--- src/rtl/display_pkg.sv ---
// Shared definitions for the 128x64 LCD framebuffer writers: geometry, the player
// sprite pattern, the framebuffer write beat and the player FSM state type.
package display_pkg;

  localparam int unsigned LCD_COLS    = 128;
  localparam int unsigned LCD_PAGES   = 8;
  localparam logic [2:0]  PLAYER_PAGE = 3'd7;
  localparam int unsigned SPRITE_LEN  = 4;

  // Element [0] is the leftmost sprite column.
  localparam logic [SPRITE_LEN-1:0][7:0] SPRITE_BYTES = {8'h38, 8'h46, 8'h46, 8'h38};

  typedef struct packed {
    logic [2:0] page;
    logic [6:0] col;
    logic [7:0] data;
  } fb_wr_t;

  typedef enum logic [1:0] {
    StIdle,
    StErase,
    StDraw
  } sprite_state_e;

  function automatic logic [7:0] sprite_byte(input logic [1:0] idx);
    return SPRITE_BYTES[idx];
  endfunction

endpackage

--- src/rtl/button_debounce.sv ---
// Two-flop synchronizer followed by a stability counter; the output level follows the
// synchronized input only after it has differed for DEBOUNCE_CYCLES consecutive cycles.
module button_debounce #(
  parameter int unsigned DEBOUNCE_CYCLES = 65536
) (
  input  logic clk,
  input  logic rst,
  input  logic btn,
  output logic level
);

  localparam int unsigned    CntW   = $clog2(DEBOUNCE_CYCLES + 1);
  localparam logic [CntW-1:0] CntMax = CntW'(DEBOUNCE_CYCLES - 1);

  logic            sync1_q, sync2_q;
  logic            level_q, level_d;
  logic [CntW-1:0] cnt_q, cnt_d;

  always_comb begin
    cnt_d   = '0;
    level_d = level_q;
    // Any cycle where the input agrees with the level restarts the count.
    if (sync2_q != level_q) begin
      if (cnt_q == CntMax) begin
        level_d = sync2_q;
      end else begin
        cnt_d = cnt_q + 1'b1;
      end
    end
  end

  always_ff @(posedge clk or posedge rst) begin
    if (rst) begin
      sync1_q <= 1'b0;
      sync2_q <= 1'b0;
      level_q <= 1'b0;
      cnt_q   <= '0;
    end else begin
      sync1_q <= btn;
      sync2_q <= sync1_q;
      level_q <= level_d;
      cnt_q   <= cnt_d;
    end
  end

  assign level = level_q;

endmodule

--- src/rtl/player_sprite_ctrl.sv ---
// Player sprite controller: debounced left/right moves on tick, erase/draw of the sprite on
// page 7 via a valid/ready framebuffer port, sticky lane collision. Define PLAYER_WRAP_EN to
// wrap the column at the screen edges instead of saturating.
module player_sprite_ctrl
  import display_pkg::*;
#(
  parameter int unsigned COLS            = 128,
  parameter int unsigned SPRITE_W        = 4,
  parameter int unsigned START_COL       = 26,
  parameter int unsigned DEBOUNCE_CYCLES = 65536
) (
  input  logic                     clk,
  input  logic                     rst,
  input  logic                     left,
  input  logic                     right,
  input  logic                     tick,
  input  logic [COLS-1:0]          lane_row,
  output logic                     fb_valid,
  output logic [2:0]               fb_page,
  output logic [$clog2(COLS)-1:0]  fb_col,
  output logic [7:0]               fb_data,
  input  logic                     fb_ready,
  output logic [$clog2(COLS)-1:0]  player_col,
  output logic                     hit
);

  localparam int unsigned     ColW     = $clog2(COLS);
  localparam int unsigned     BeatW    = $clog2(SPRITE_W);
  localparam logic [ColW-1:0]  MaxCol   = ColW'(COLS - SPRITE_W);
  localparam logic [ColW-1:0]  StartCol = ColW'(START_COL);
  localparam logic [BeatW-1:0] LastBeat = BeatW'(SPRITE_W - 1);

`ifdef PLAYER_WRAP_EN
  localparam logic WrapEn = 1'b1;
`else
  localparam logic WrapEn = 1'b0;
`endif

  logic left_db, right_db;

  button_debounce #(
    .DEBOUNCE_CYCLES(DEBOUNCE_CYCLES)
  ) u_left_db (
    .clk  (clk),
    .rst  (rst),
    .btn  (left),
    .level(left_db)
  );

  button_debounce #(
    .DEBOUNCE_CYCLES(DEBOUNCE_CYCLES)
  ) u_right_db (
    .clk  (clk),
    .rst  (rst),
    .btn  (right),
    .level(right_db)
  );

  sprite_state_e   state_q, state_d;
  logic [BeatW-1:0] beat_q, beat_d;
  logic [ColW-1:0]  player_col_q, player_col_d;
  logic [ColW-1:0]  old_col_q, old_col_d;
  logic             hit_q, hit_d;

  logic            move_l, move_r;
  logic [ColW-1:0] new_col;
  logic            lane_hit;
  fb_wr_t          wr;

  always_comb begin
    move_l = left_db & ~right_db;
    move_r = right_db & ~left_db;

    new_col = player_col_q;
    if (move_r) begin
      if (player_col_q == MaxCol) new_col = WrapEn ? '0 : MaxCol;
      else                        new_col = player_col_q + 1'b1;
    end else if (move_l) begin
      if (player_col_q == '0) new_col = WrapEn ? MaxCol : '0;
      else                    new_col = player_col_q - 1'b1;
    end

    lane_hit = 1'b0;
    for (int i = 0; i < SPRITE_W; i++) begin
      lane_hit = lane_hit | lane_row[new_col + ColW'(i)];
    end
  end

  always_comb begin
    state_d      = state_q;
    beat_d       = beat_q;
    player_col_d = player_col_q;
    old_col_d    = old_col_q;
    hit_d        = hit_q;
    wr.page      = PLAYER_PAGE;
    wr.col       = player_col_q + ColW'(beat_q);
    wr.data      = sprite_byte(beat_q);

    unique case (state_q)
      StIdle: begin
        // A move that would not change the column (saturated edge) produces no writes.
        if (tick && (move_l ^ move_r) && !hit_q && (new_col != player_col_q)) begin
          old_col_d    = player_col_q;
          player_col_d = new_col;
          hit_d        = lane_hit;
          beat_d       = '0;
          state_d      = StErase;
        end
      end
      StErase: begin
        wr.col  = old_col_q + ColW'(beat_q);
        wr.data = 8'h00;
        if (fb_ready) begin
          beat_d = beat_q + 1'b1;
          if (beat_q == LastBeat) begin
            beat_d  = '0;
            state_d = StDraw;
          end
        end
      end
      StDraw: begin
        if (fb_ready) begin
          beat_d = beat_q + 1'b1;
          if (beat_q == LastBeat) begin
            beat_d  = '0;
            state_d = StIdle;
          end
        end
      end
      default: state_d = StIdle;
    endcase
  end

  // Reset lands in StDraw so the sprite is painted as soon as reset releases.
  always_ff @(posedge clk or posedge rst) begin
    if (rst) begin
      state_q      <= StDraw;
      beat_q       <= '0;
      player_col_q <= StartCol;
      old_col_q    <= StartCol;
      hit_q        <= 1'b0;
    end else begin
      state_q      <= state_d;
      beat_q       <= beat_d;
      player_col_q <= player_col_d;
      old_col_q    <= old_col_d;
      hit_q        <= hit_d;
    end
  end

  assign fb_valid   = (state_q != StIdle) && !rst;
  assign fb_page    = wr.page;
  assign fb_col     = wr.col;
  assign fb_data    = wr.data;
  assign player_col = player_col_q;
  assign hit        = hit_q;

endmodule

--- config.mk ---
export PLATFORM = sky130hd
export DESIGN_NAME = player_sprite_ctrl
export DESIGN_NICKNAME = d
export VERILOG_FILES = /design/src/rtl/display_pkg.sv /design/src/rtl/button_debounce.sv /design/src/rtl/player_sprite_ctrl.sv
export SDC_FILE = /design/constraint.sdc
export NUM_CORES = 1
export LEC_CHECK = 0
export ABC_AREA = 1
export CORE_AREA = 2 2 167 169
export DETAILED_ROUTE_END_ITERATION = 10
export DIE_AREA = 0 0 169 171
export PLACE_DENSITY = 0.55
export SYNTH_ARGS = -nofsm -noshare
export SYNTH_HDL_FRONTEND = slang
export SYNTH_SLANG_ARGS = --single-unit
--- constraint.sdc ---
create_clock -name clk -period 5.1 [get_ports clk]
set_input_delay 0.765 -clock clk [delete_from_list [all_inputs] [get_ports clk]]
set_output_delay 0.765 -clock clk [all_outputs]
set_load 0.01 [all_outputs]
# --- After elaboration in Yosys (flattened, before gate mapping) ---
# Cells that the tools add are included.
word_totals:
  regBits: 59
  out_inout_bits: 27
  elab_cells: 96
classes:
  bitwise_logic: 8
  muxes: 29
  eq_ne: 15
  magnitude_cmp: 5
  n_addsub: 10
  n_reduce_logical: 16
op_table:
  columns: ["op", "n"]
  rows:
  - ["17-bit 2-to-1 mux", 4]
  - ["17-bit by 1-bit adder with 17-bit output, second input constant", 2]
  - ["17-bit by 16-bit == test with 1-bit output, second input constant", 2]
  - ["7-bit by 8-bit less-than comparator with 1-bit output, second input constant", 4]
  - ["1-bit binary-select mux with 7-bit select", 4]
  - ["7-bit 2-to-1 mux", 4]
  - ["8-bit binary-select mux with 2-bit select", 1]
  - ["2-bit 2-to-1 mux", 8]
  - ["15-bit 2-to-1 mux", 1]
  - ["7-bit by 1-bit adder with 7-bit output, second input constant", 2]
  - ["7-bit by 2-bit adder with 7-bit output", 2]
  - ["7-bit by 2-bit adder with 7-bit output, second input constant", 2]
  - ["2-bit != test, second input constant", 5]
  - ["8-bit 2-to-1 mux", 1]
  - ["7-bit == test, second input constant", 1]
  - ["7-bit zero test", 1]
  - ["7-bit != test", 1]
  - ["7-bit by 1-bit subtractor with 7-bit output, second input constant", 1]
  - ["2-bit one-hot mux with 3 select lines", 1]
  - ["2-bit AND reduction", 3]
  - ["5-bit AND reduction", 1]
  - ["2-bit == test, second input constant", 2]
  - ["1-bit logical AND", 4]
  - ["1-bit 2-to-1 mux", 4]
  - ["15 further kinds", 22]

# --- Logic depth before layout (Yosys ltp) ---
depth:
  ltp_word: 10
  ltp_mapped: 26
  ltp_nobuf: 24

# --- Hierarchy ---
# Synthesis repeated with hierarchy kept, for this count alone.
unflattened:
  cells_unflattened: 1428
  hier_area_um2: 8245.4
modules_own_cells:
  columns: ["mod", "seq_area_each_um2", "cells_per_inst", "n_inst", "area_per_inst_um2"]
  rows:
  - ["player_sprite_ctrl", 484.2, 1168, 1, 6188.4]
  - ["button_debounce", 500.5, 130, 2, 1028.5]

# --- Worst setup path before layout ---
# No wires, ideal clock.
synth_path:
  path_type: "register to register"
  start: "reg player_col_q[1], in the netlist player_col[1]"
  end: "reg hit_q, in the netlist hit"
  arrival_ns: 3.274
  setup_slack_ns: 1.709
  synth_period_minus_slack_ns: 3.391
  required_ns: 4.983
  setup_time_ns: 0.117
  n_path_buf: 4
  path_stages_with_launch: 25
  path_cell_list: "dfstp_2 inv_1 ha_1 inv_1 nand2_1 a21oi_1 nand2_1 nand2_2 inv_2 buf_4 buf_2 ha_1 clkbuf_1 clkbuf_1 nand3_1 nand3_1 nand3_1 nand3_1 nand3_1 nand3_1 nand2_1 nor2_1 nand2_1 nand2_1 nand2_1"
synth_via:
  elab_chain_len: 10
  elab_cells_between_ends: 25
  cone_classes: "add/sub: 5; eq/ne: 2; mux: 12; bitwise: 3; reduce/logical: 3"
synth_rtl:
  columns: ["element", "line_no", "rtl"]
  rows:
  - ["start: declaration", "player_sprite_ctrl.sv:61", "logic [ColW-1:0] player_col_q, player_col_d;"]
  - ["start signal: assignment", "player_sprite_ctrl.sv:139", "player_col_q <= StartCol;"]
  - ["start signal: assignment", "player_sprite_ctrl.sv:145", "player_col_q <= player_col_d;"]
  - ["7-bit by 1-bit subtractor with 7-bit output / 7-bit zero test (equally long branches)", "player_sprite_ctrl.sv:80, player_sprite_ctrl.sv:79", null]
  - ["7-bit 2-to-1 mux", "player_sprite_ctrl.sv:79", "if (player_col_q == '0) new_col = WrapEn ? MaxCol : '0;"]
  - ["7-bit 2-to-1 mux", "player_sprite_ctrl.sv:78", "end else if (move_l) begin"]
  - ["7-bit 2-to-1 mux", "player_sprite_ctrl.sv:75", "if (move_r) begin"]
  - ["7-bit by 1-bit adder with 7-bit output", "player_sprite_ctrl.sv:85", "lane_hit = lane_hit | lane_row[new_col + ColW'(i)];"]
  - ["1-bit binary-select mux with 7-bit select", "player_sprite_ctrl.sv:85", null]
  - ["1-bit 2-to-1 mux (implied by the code)", "player_sprite_ctrl.sv:85", null]
  - ["1-bit bitwise OR (3 in series)", "player_sprite_ctrl.sv:85", null]
  - ["end signal: assignment", "player_sprite_ctrl.sv:147", "hit_q <= hit_d;"]
  - ["end: declaration", "player_sprite_ctrl.sv:63", "logic hit_q, hit_d;"]
# Several ways; a longest one is shown, not always the timed one. The select of a mux whose other input is x is not followed.
# A chain may end at the register's enable or synchronous reset.

# --- Worst setup path in the final report ---
# Same ends and word-level chain as after synthesis.

==> parameters.txt <==
Parameter                              Value

Outcome
  Result of the run    completed

Floorplanning
  Die X-Extent    approximately 170 um
  CORE AREA    0.0273 sq mm
  Starting utilization of the core area    0.292
  Standard-cell row count    slightly above 60
  Total die area    approximately 0.029 sq mm
  Die Height    ~170 um
  Number of I/O pins    ~160

Routing
  Pre-antenna DRT Iters    7
  Number of antenna-violating nets in the routed design    0
  Mean number of vias per cell    between 5 and 6
  Vias    between 10000 and 15000
  DRC violation total after the first TritonRoute iteration    ~1400
  Wire per inst    approximately 19 um
  DRC violation count after routing    0
  Routed wire length    about 35 mm

Global routing
  Global-route wire length before repair    52.8 mm
  Antenna violations before repair    0
  Maximum number of pins on one net before global-route repair    between 100 and 150
  Congestion Overflow GR    0
  Via count of the first global-routing pass    9441
  Global-route total usage across every layer    0.235

Worst setup path
  Start of the worst register-to-register path    player_col[1]$_DFFE_PP1P_
  CP Launch Type    flip-flop
  Reg2reg path depth    20
  Critical setup path kind    reg2reg
  Required time at the endpoint of the critical path    roughly 5300 ps
  Terminus of the critical flop-to-flop path    hit$_DFFE_PP0P_
  Worst-path maximum fanout    20
  Most frequent CP cell    nand2_1
  CP max-delay cell    ha_1
  Category of the worst setup path capture point    flip-flop
  Critical Path, Cell by Cell    inv_1 > ha_1 > inv_1 > nor2_1 > nand2_1 > nand3_1 > nand2_1 > inv_2 > ha_1 > inv_1 > nand3_1 > nand3_1 > nand3_1 > nand3_1 > nand3b_1 > nand2_1 > nor2_1 > nand2_1 > nand2_1 > nand2_1
  Register-to-register path setup slack    ~950 ps
  Critical Path AT    between 4000 and 5000 ps
  Stage delay of the slowest cell on the critical path    between 800 and 900 ps

Place
  Detailed Place HPWL    approximately 25 mm
  Count of placed standard cells including taps    1802
  # port buffers    155
  Final Wtd Congestion    0.933

Layout
  Final cell utilization of the core    0.362
  Fin nets    between 1500 and 2000
  Area used by sequential logic in the layout    roughly 0.0015 sq mm
  Area growth syn-to-layout    24.1%
  Fillcell total    slightly below 3000
  Number of antenna diodes    0
  Ratio of cells with drive above 1 in the final layout    0.0543
  Finished Layout Cells    between 1500 and 2000
  Multi-input gate area    0.00571 sq mm

Logic synthesis
  Number of enable-type register cells in the synthesized netlist    0
  Average cell area after synthesis    5.80 sq um
  Asr flop ratio synth    1.00
  Distinct cell type count of the synthesized netlist    39
  Sequential cell area fraction in the yosys report    0.186
  Dominant register cell in the synthesized netlist    dfrtp_1
  Post-synthesis register bit count    slightly below 60
  Synthesis Warnings    0
  Synth Cell Area    0.00798 sq mm
  Cell count after synthesis    1376

STA
  Largest clock skew in the final design    around 5.4 ps
  Number of hold-slack violations in the final timing report    0
  Final setup vio count    0
  Fmax    approximately 240 MHz
  Transition at the pin with the smallest max-transition slack    between 1000 and 1500 ps
  RSZ-0062 raised after global routing    no
  Slew Limit Fails    0
  Post-route clock period utilization    0.813
  Minimum clock period    4150 ps
  Worst max-slew margin expressed relative to the limit    0.267
  Total Negative Setup Slacks    0 ps

Clocking
  Clock input transition at the sequential cells of the worst setup and hold paths    about 50 ps
  Insertion delay of the later-clocked pin in the worst-skew pair    330 ps
  Number of buffers between clock root and the deepest sink    2
  TritonCTS clock tree    done
  Number of levels the H-tree was split into    3
  Clock sink count    a little under 60
  Number of buffers inserted for hold repair after clock tree synthesis    0
  Total CTS buffers    9
  Post CTS Setup Buffer Count    0
  Post-cts repair resize count    0
  Clock Tree Root    clkbuf_16

Worst hold path
  Hold Crit Endpoint    u_left_db.sync2_q$_DFF_PP0_
  Class of the worst hold path    reg2reg
  Worst Hold Path Cells    0
  Critical hold path startpoint    u_left_db.sync1_q$_DFF_PP0_

Power and ir drop
  Power density of the placed cells    approximately 180 mW/mm^2
  IR Drop Worst-Case VDD    0.210 mV
  Reported leakage power    4.49 nW

Run
  Reported max-cap violation count    0
## per-layer routing
metal,part of all wire,wire length [um],global-route usage,vias up
li1,-,-,-,4838
met5,0,0,0,-
met3,0.081,2800,0.0356,69
met1,0.42,14700,0.307,4675
met4,0.035,1200,0.0899,0
met2,0.46,15900,0.391,469
## stage by stage
step           setup slack [ps]  hold WS, ps  instance area (sq um)  total power, mW
5_1_grt                     529          364                   9900             1.86
2_1_floorplan              1710          331                   7990            0.878
4_1_cts                     957          351                   9900             1.77
3_3_place_gp                944          336                   9630             1.22
6_report                    952          347                   9900             1.74
3_5_place_dp                965          339                   9630             1.22
## registers in the layout (all words and copies together), names as in the netlist
register and count:
u_right_db.cnt_q 17, old_col_q 7, hit 1, u_left_db.sync2_q 1, state_q 2, u_right_db.level 1
u_left_db.cnt_q 17, u_left_db.sync1_q 1, beat_q 2, u_right_db.sync1_q 1, u_right_db.sync2_q 1, u_left_db.level 1
player_col 7
## report_power, final
part / switching [mW] / internal [mW] / total (mW) / leakage (nW)
clock: 0.211 / 0.326 / 0.537 / 0.125
sequential: 0.0166 / 0.492 / 0.509 / 0.751
combinational: 0.343 / 0.354 / 0.697 / 3.62
## cells by family after synthesis
kind of cell / after synthesis / share of synthesized area
and+or+nand+nor: 1020 / 0.592
buffers and inverters: 185 / 0.103
adders and majority gates: 19 / 0.0307
DFF: 59 / 0.186
xor gates and xnor gates: 43 / 0.0510
AOI/OAI and AO/OA: 46 / 0.0329
muxes: 2 / 0.00282
other: 2 / 0.000942
## worst max-delay path by stage
stage                               from              end  slack [ps]
2_1_floorplan  player_col[1]$_DFFE_PP1P_  hit$_DFFE_PP0P_        1710
3_3_place_gp   player_col[1]$_DFFE_PP1P_  hit$_DFFE_PP0P_         940
3_5_place_dp   player_col[1]$_DFFE_PP1P_  hit$_DFFE_PP0P_         970
4_1_cts        player_col[1]$_DFFE_PP1P_  hit$_DFFE_PP0P_         960
5_1_grt        player_col[1]$_DFFE_PP1P_  hit$_DFFE_PP0P_         530
6_report       player_col[1]$_DFFE_PP1P_  hit$_DFFE_PP0P_         950
## area by class of cell
type                    count  share of cell area
flip-flops and latches     59               0.150
inverters                  92              0.0349
well taps                 346              0.0437
clock buffers              11              0.0235
repair buffers            170               0.168
clock inverters             5             0.00303
multi-input cells        1135               0.577
## cell usage in the layout, fill, tap and decap left out, types with 4 or more instances in the layout
cell type,instances
nand2_2,9
nor3_1,18
clkdlybuf4s50_1,155
dfstp_2,7
inv_1,76
conb_1,5
xor2_1,27
clkbuf_16,9
nand4_1,4
xnor2_1,12
buf_4,15
dfrtp_1,52
o21ai_0,28
a21oi_1,8
nand3b_1,18
ha_1,17
inv_2,15
nor2_1,56
nand3_1,572
nand2_1,329
## Yosys cell counts, drive strengths merged (4+ instances only)
library cell,n,area share
nand3,574,0.36
dfrtp,52,0.16
buf,75,0.051
o21ai,32,0.021
nor3,18,0.011
xor2,30,0.036
clkbuf,18,0.0085
nor2,60,0.030
a21oi,8,0.0050
dfstp,7,0.023
ha,18,0.028
nand2,341,0.17
inv,91,0.043
nand3b,18,0.017
nand4,4,0.0031
xnor2,13,0.015
## worst max-delay path: cells and delay by family (launching register included)
kind                     cells  cell delay [ps]
flip-flops                   1              580
adder cells (fa/ha/maj)      2             1090
AND/OR/NAND/NOR             14             1470
buffers and inverters        4              890
Power figures use the tool's default switching activity.
